$ cat config.mk
export PLATFORM = sky130hd
export DESIGN_NAME = tone_synth
export DESIGN_NICKNAME = d
export VERILOG_FILES = /design/src/rtl/audio_pkg.sv /design/src/rtl/tone_synth_if.sv /design/src/rtl/i2s_serializer.sv /design/src/rtl/tone_synth.sv
export SDC_FILE = /design/constraint.sdc
export NUM_CORES = 1
export LEC_CHECK = 0
export BUFFER_PORTS_ARGS = -buffer_cell sky130_fd_sc_hd__buf_2
export CAP_MARGIN = 40
export CORE_ASPECT_RATIO = 0.6
export CORE_MARGIN = 1.5
export CORE_UTILIZATION = 63
export CTS_BUF_LIST = sky130_fd_sc_hd__clkbuf_8
export DETAILED_ROUTE_END_ITERATION = 10
export PLACE_DENSITY = 0.82
export SYNTH_ARGS = -nofsm -noshare
export SYNTH_HDL_FRONTEND = slang
export SYNTH_HIERARCHICAL = 1
export SYNTH_SLANG_ARGS = --single-unit
$ cat constraint.sdc
create_clock -name clk -period 4.65 [get_ports clk]
set_input_delay 0.2325 -clock clk [delete_from_list [all_inputs] [get_ports clk]]
set_output_delay 0.2325 -clock clk [all_outputs]
set_load 0.02 [all_outputs]
$ cat src/rtl/audio_pkg.sv
// Shared constants and types for the tone synthesiser audio path.
package audio_pkg;

   localparam int unsigned SILENCE_THRESH = 20000;
   localparam int          SAMPLE_W       = 16;
   localparam logic [SAMPLE_W-1:0] DEFAULT_AMP = 16'h2000;
   localparam int          FRAME_CNT_W    = 9;

   typedef logic signed [SAMPLE_W-1:0] sample_t;

endpackage

$ cat src/rtl/tone_synth_if.sv
// DAC pin bundle: the serializer drives it, consumers observe it.
interface tone_synth_if;

   logic mclk;
   logic lrck;
   logic sck;
   logic sdin;

   modport master (output mclk, lrck, sck, sdin);
   modport slave  (input  mclk, lrck, sck, sdin);

endinterface

$ cat src/rtl/i2s_serializer.sv
// Left-justified I2S serializer: free-running 9-bit frame counter,
// derived mclk/sck/lrck, and a sample latch refreshed once per frame.
module i2s_serializer
   import audio_pkg::*;
(
   input  logic         clk,
   input  logic         rst,
   input  sample_t      target,
   tone_synth_if.master pins
);

   logic [FRAME_CNT_W-1:0] cnt;
   logic [FRAME_CNT_W-1:0] cnt_nxt;
   sample_t                sample_q;
   sample_t                sample_nxt;
   logic [3:0]             bit_idx;

   // Next counter value, next latched sample and the bit it selects.
   // NOTE: every always_comb output gets a value on every path, so no latch is inferred.
   always_comb begin
      cnt_nxt    = cnt + 1'b1;
      sample_nxt = sample_q;
      if (cnt == '1) begin
         sample_nxt = target;
      end
      bit_idx = 4'd15 - cnt_nxt[7:4];
   end

   // Counter, sample latch and pins; outputs are computed from the next
   // count so clocks and data leave the flops already aligned.
   always_ff @(posedge clk) begin
      // NOTE: sequential state uses non-blocking assignments so all flops update together.
      if (rst) begin
         cnt       <= '0;
         sample_q  <= '0;
         pins.mclk <= 1'b0;
         pins.sck  <= 1'b0;
         pins.lrck <= 1'b0;
         pins.sdin <= 1'b0;
      end else begin
         cnt       <= cnt_nxt;
         sample_q  <= sample_nxt;
         pins.mclk <= cnt_nxt[1];
         pins.sck  <= cnt_nxt[3];
         pins.lrck <= cnt_nxt[8];
         pins.sdin <= sample_nxt[bit_idx];
      end
   end

endmodule

$ cat src/rtl/tone_synth.sv
// Square-wave tone synthesiser feeding a PMOD I2S DAC.
// Optional build macro: TONE_SYNTH_VOLUME_EN (vol scales the amplitude).
module tone_synth #(
   parameter int unsigned CLK_FREQ       = 100_000_000,
   parameter int unsigned SILENCE_THRESH = audio_pkg::SILENCE_THRESH,
   parameter int          ACC_W          = 28
) (
   input  logic        clk,
   input  logic        rst,
   input  logic [31:0] tone,
   input  logic [2:0]  vol,
   output logic        wave,
   output logic        audio_mclk,
   output logic        audio_lrck,
   output logic        audio_sck,
   output logic        audio_sdin
);

   import audio_pkg::*;

   localparam logic [ACC_W-1:0] MODULUS = ACC_W'(CLK_FREQ);

   logic [31:0]         tone_q;
   logic [ACC_W-1:0]    acc;
   logic [ACC_W-1:0]    step;
   logic [ACC_W-1:0]    sum;
   logic                silent;
   logic                pending;
   logic [SAMPLE_W-1:0] amp;
   sample_t             target;

   // Silence gates the accumulator, so the truncated step never overflows.
   assign silent  = (tone_q == 32'd0) || (tone_q >= SILENCE_THRESH);
   assign pending = (tone_q != tone);
   assign step    = ACC_W'({tone_q, 1'b0});
   assign sum     = acc + step;

   // Input capture and phase accumulator; wave toggles at 2*tone on average.
   always_ff @(posedge clk) begin
      // NOTE: every register, including the accumulator, is cleared by reset so a restart is deterministic.
      if (rst) begin
         tone_q <= '0;
         acc    <= '0;
         wave   <= 1'b0;
      end else begin
         tone_q <= tone;
         if (silent) begin
            acc  <= '0;
            wave <= 1'b0;
         end else if (pending) begin
            acc  <= '0;
         end else if (sum >= MODULUS) begin
            acc  <= sum - MODULUS;
            wave <= ~wave;
         end else begin
            acc  <= sum;
         end
      end
   end

`ifdef TONE_SYNTH_VOLUME_EN
   assign amp = {1'b0, vol, 12'h000};
`else
   logic unused_vol;
   assign amp        = DEFAULT_AMP;
   assign unused_vol = ^vol;
`endif

   // Signed sample the serializer latches at the frame boundary.
   always_comb begin
      target = '0;
      if (!silent) begin
         target = wave ? sample_t'(amp) : -sample_t'(amp);
      end
   end

   tone_synth_if pins ();

   i2s_serializer u_ser (
      .clk    (clk),
      .rst    (rst),
      .target (target),
      .pins   (pins.master)
   );

   assign audio_mclk = pins.mclk;
   assign audio_lrck = pins.lrck;
   assign audio_sck  = pins.sck;
   assign audio_sdin = pins.sdin;

endmodule

## After elaboration in Yosys (flattened, before gate mapping)

Index checks and enable logic that the tools add are counted.

| storage, ports and cells | value |
|---|---|
| bits in registers | 90 |
| input bits | 37 |
| output and inout bits | 5 |
| word-level logic and storage cells | 31 |

| cells by class | value |
|---|---|
| add/sub/neg operators | 4 |
| $lt $le $gt $ge | 3 |
| equality and inequality tests | 2 |
| multiplexer cells | 6 |
| bitwise gates (word level) | 2 |
| reductions and logical operators | 5 |

Operator list:

| cell | count |
|---|---|
| 16-bit 2-to-1 mux | 3 |
| 32-bit by 15-bit greater-or-equal comparator with 1-bit output (second input constant) | 1 |
| 32-bit logical NOT | 1 |
| 32-bit inequality test | 1 |
| 28-bit adder | 1 |
| 28-bit by 27-bit greater-or-equal comparator with 1-bit output (second input constant) | 1 |
| 28-bit 2-to-1 mux | 1 |
| 28-bit by 27-bit subtractor with 28-bit output (second input constant) | 1 |
| 9-bit by 1-bit adder with 9-bit output (second input constant) | 1 |
| 9-bit equality test (second input constant) | 1 |
| 4-bit by 5-bit less-than comparator with 1-bit output (second input constant) | 1 |
| 1-bit binary-select mux with 4-bit select | 1 |
| 4-bit subtractor (first input constant) | 1 |
| 3-bit OR reduction | 1 |
| 1-bit NOT | 2 |
| 2-bit AND reduction | 1 |
| 2-bit OR reduction | 1 |
| 1-bit logical OR | 1 |
| 1-bit 2-to-1 mux | 1 |

## Longest topological paths before layout

| logic depth | value |
|---|---|
| depth in word-level cells | 6 |
| depth in mapped cells | 15 |
| depth with buffers taken out | 14 |

## Hierarchy

Netlist, hierarchy kept.

Modules (own cells, without submodules):

| module | instances | cells an instance | area each (sq um) | sequential area each (sq um) |
|---|---|---|---|---|
| tone_synth | 1 | 515 | 4274.1 | 1201.2 |
| i2s_serializer | 1 | 162 | 1478.9 | 520.5 |

## Worst setup path before layout

OpenSTA, ideal clock, no wires.

| timing | value |
|---|---|
| kind | register -> register |
| start | register tone_q[0] |
| end | register acc[23] |
| setup time | 0.078 ns |
| arrival | 3.501 ns |
| required time | 4.572 ns |
| setup slack | 1.072 ns |
| cell stages (with the launch flop) | 14 |
| path buffers | 1 |
| clock period less this slack | 3.578 ns |
| cell sequence | dfxtp_1 ha_1 fa_1 a21o_1 a221oi_4 o21ai_1 a31oi_1 xnor2_1 nand3b_2 or3_4 o31a_1 buf_6 o41a_1 nor3_1 |

| on the way | value |
|---|---|
| longest elaborated chain between the ends | 3 |
| elaborated cells on any way between the ends | 9 |
| classes of those cells | add/sub: 2; order compare: 2; eq/ne: 1; mux: 1; reduce/logical: 3 |

Ends and longest elaborated chain:

| element | line | text |
|---|---|---|
| start: declaration | tone_synth.sv:23 | `logic [31:0] tone_q;` |
| start signal: assignment | tone_synth.sv:46 | `tone_q <= tone;` |
| 28-bit adder, or another cell as far along | tone_synth.sv:36 | `assign sum = acc + step;` |
| 28-bit by 27-bit subtractor with 28-bit output, or another cell as far along | tone_synth.sv:53 | `acc <= sum - MODULUS;` |
| 28-bit 2-to-1 mux / 3-bit OR reduction (equally long branches) | - |  |
| end signal: assignment | tone_synth.sv:53 |  |
| end signal: assignment | tone_synth.sv:56 | `acc <= sum;` |
| end: declaration | tone_synth.sv:24 | `logic [ACC_W-1:0] acc;` |

Parallel ways exist; a longest one is shown, timed or not.
A chain may end at the register's enable or synchronous reset.

## Worst setup path in the final report

| timing | value |
|---|---|
| start | register tone_q[0] |
| end | register acc[15] |

The elaborated chain is that of the path after synthesis.

==> impl_metrics.json <==
{
  "status": "finished, final reports clean",
  "setup_viol": 0,
  "antenna_cells": 0,
  "fin_ws_ps": 262,
  "portBuffers": 38,
  "crit_family": "compound AO/OA/AOI/OAI gates",
  "cts.sinks": 86,
  "dieArea_mm2": 0.00973,
  "power.internal_w": 0.00110,
  "p_per_area_mw_per_mm2": 244,
  "drt_pass1_iterations": 6,
  "min-delay-start": "tone[6]",
  "slowest_stage": "nor4_1",
  "ant_nets": 0,
  "r2r_start": "tone_q[0]$_SDFF_PP0_",
  "synth-main-ff-cell": "dfxtp_1",
  "hold_violations": 0,
  "fill_cells": 646,
  "cts_root_buffer": "clkbuf_8",
  "hp-class": "in2reg",
  "hold_depth": 2,
  "routedWlPerCell_um": 18.2,
  "finalMaxSlewViolations": 0,
  "wl_um": 15300,
  "synth_cell_type_count": 80,
  "rrSetupSlack_ps": 260,
  "synth-edff-count": 0,
  "cts_made_buffers": 9,
  "yosysSeqAreaShare_pct": 29.9,
  "stdcell_count": 841,
  "place_congestion": 0.996,
  "finClkSkew_ps": 9.36,
  "die_x_um": 126,
  "p_seq_share_pct": 50.7,
  "reg2reg_to": "acc[15]$_SDFF_PP0_",
  "layout_min_cycle_time_ps": 4390,
  "gr-total-overflow": 0,
  "drc": 0,
  "synthArstFlopShare_pct": 0,
  "cp.depth": 12,
  "antenna_found_initial": 0,
  "grt_start_max_net_pins": 61,
  "cp_max_fo": 22,
  "p_clk_share_pct": 36.5,
  "design_area_mm2": 0.00628,
  "cts.path.max_buffers": 2,
  "crit_required_ps": 4950,
  "dpl_cell_area_mm2": 0.00607,
  "ios": 42,
  "power_frac_comb_pct": 12.8,
  "areaGrowthSynthToFinish_pct": 9.13,
  "path_class": "reg2reg",
  "tns_ps": 0,
  "max_cap_viol_count": 0,
  "path_cells": "ha_1 > fa_1 > a21o_1 > a221oi_4 > xnor2_1 > nand3_1 > nor4_1 > a41o_1 > a21oi_1 > o31a_2 > or4_1 > a21oi_1",
  "core_area_mm2": 0.00869,
  "cts.clk_slew.worst_paths_ps": 90,
  "avgSynthCellArea_um2": 8.50,
  "power.net_switching_w": 0.000431,
  "hold-path-endpoint": "tone_q[6]$_SDFF_PP0_",
  "rsz0062_at_grt": "false",
  "crit_top_cell": "a21oi_1",
  "slew-limit-headroom_pct": 46.2,
  "dp_slack_ps": 357,
  "grt_usage_pct": 32.2,
  "ys_ff_latch": 86,
  "cellLeakagePower_nw": 2.49,
  "path_buf_inv": 0,
  "critPathCaptureType": "flop",
  "syn-cell-area_mm2": 0.00575,
  "worstRegToRegCells": 12,
  "nNetsFinal": 792,
  "drt_iter0_markers": 677,
  "dp.cells": 826,
  "ys_warn_count": 6,
  "die_h_um": 77.0,
  "grt_pass1_wl_um": 24500,
  "grt_pass1_vias": 4900,
  "cts_tree": "done",
  "dpl.hpwl_um": 11700,
  "fin_crit_sh_pct": 94.4,
  "netlist_top_cells_count": "86 x dfxtp_1, 60 x nor2_1, 44 x xnor2_1",
  "synth_area_leaders": "dfxtp_1 30%, xnor2_1 6.7%, ha_1 6.3%",
  "synth_top_area_share_pct": 29.9,
  "initial_core_util_pct": 66.2,
  "synthCells": 677,
  "netSwitchingFraction_pct": 28.1,
  "h-tree-depth": 3,
  "peakVddDrop_v": 0.000155,
  "arrival_ps": 4690,
  "clk_latency_ps": 370,
  "start_kind": "flop",
  "cp_slowest_stage_delay_ps": 620,
  "tightest_slew_ps": 800,
  "via_per_inst": 6.41,
  "synth_most_common_cell": "dfxtp_1",
  "rows": 26,
  "drive_gt1_share_pct": 11.5,
  "yosysTopAreaCell": "dfxtp_1",
  "timing.fmax_mhz": 228,
  "vias": 5390
}
## timing repair
item / in CTS / in global routing
setup endpoints to repair: 0 / 4
hold endpoints to repair: 0 / 0
gates resized for setup: 0 / 2
hold buffers: 0 / 0
setup buffers: 0 / 0
## registers in the layout, summed over array words and instances (netlist names)
name,cells
u_ser/pins.sdin,1
acc,27
u_ser/pins.lrck,1
u_ser/cnt,8
wave,1
u_ser/sample_q,16
tone_q,32
## worst max path at each step
stage	start	slack, ps	end
after floorplan	tone_q[0]$_SDFF_PP0_	1070	acc[23]$_SDFF_PP0_
after global placement	tone_q[1]$_SDFF_PP0_	450	acc[15]$_SDFF_PP0_
after detailed placement	tone_q[1]$_SDFF_PP0_	360	acc[15]$_SDFF_PP0_
after CTS	tone_q[1]$_SDFF_PP0_	300	acc[15]$_SDFF_PP0_
after global routing	tone_q[0]$_SDFF_PP0_	110	acc[15]$_SDFF_PP0_
final	tone_q[0]$_SDFF_PP0_	260	acc[15]$_SDFF_PP0_
## cells by family (layout without fill, tap and decap cells)
group,after synthesis,count (layout),synth area share (%)
compound gates,162,162,19.8
xor+xnor,55,55,8.70
fa+ha+maj,30,30,6.66
buf+inv,57,82,4.59
flops,86,86,29.9
mux,28,28,5.55
other cells,1,28,0.0652
simple gates,258,258,24.7
## routing by layer
| layer | share of wire, % | global-route usage, % | vias up |
|---|---|---|---|
| met3 | 12 | 10.3 | 35 |
| met2 | 40 | 44.6 | 275 |
| met1 | 46 | 47.2 | 2528 |
| met4 | 1.8 | 8.97 | 0 |
| li1 | - | - | 2552 |
| met5 | 0 | 0 | - |
## cell type report
class                           instances  area, µm²  share of cell area, %
Inverter                               24       90.1                   1.43
Multi-Input combinational cell        561       3870                   61.7
Timing Repair Buffer                   43        248                   3.95
Clock inverter                          5       66.3                   1.06
Sequential cell                        86       1720                   27.4
Clock buffer                           10        138                   2.19
Tap cell                              112        140                   2.23
## power by group through the flow
stage,logic (W),clock network [W],registers [W]
floorplan,0.000136,0,0.000786
CTS,0.000192,0.000565,0.000776
finish,0.000197,0.000559,0.000778
detailed placement,0.000190,0,0.000793
global route,0.000217,0.000599,0.000780
global placement,0.000182,0,0.000793
## through the flow
stage                     total power, W  hold slack [ps]  util (%)
after floorplan                 0.000922              304         -
after global placement          0.000974              465      69.5
after detailed placement        0.000983              473      69.9
after CTS                        0.00153             84.5      72.2
after global routing             0.00160             88.1      72.3
final                            0.00153             92.6      72.3
## cells in the final DEF, fill, tap and decap left out, types with 3 or more instances in the layout
cell       instances
and2_1             3
conb_1            28
nand4_1           17
a21o_1            10
nor2b_1           37
mux2i_1           24
ha_1              29
a211oi_1           7
dfxtp_1           86
nand4b_1           3
o21bai_1           4
buf_2             38
and4_1             4
nand2_1           29
a31oi_1            8
mux4_2             3
nand3_1           15
o21ai_0           25
xor2_1            10
and3_1            13
o31ai_1            3
a21oi_1           41
a2111oi_0          4
nor4_1            12
clkbuf_8          10
o211a_1            4
o211ai_1           7
xnor2_1           44
buf_4              4
inv_1             24
nor3_1            22
or3_1             14
nor2_1            60
nor3b_1            4
nand2b_1           7
o21a_1             7
o21ai_1            6
Power figures use the tool's default switching activity.
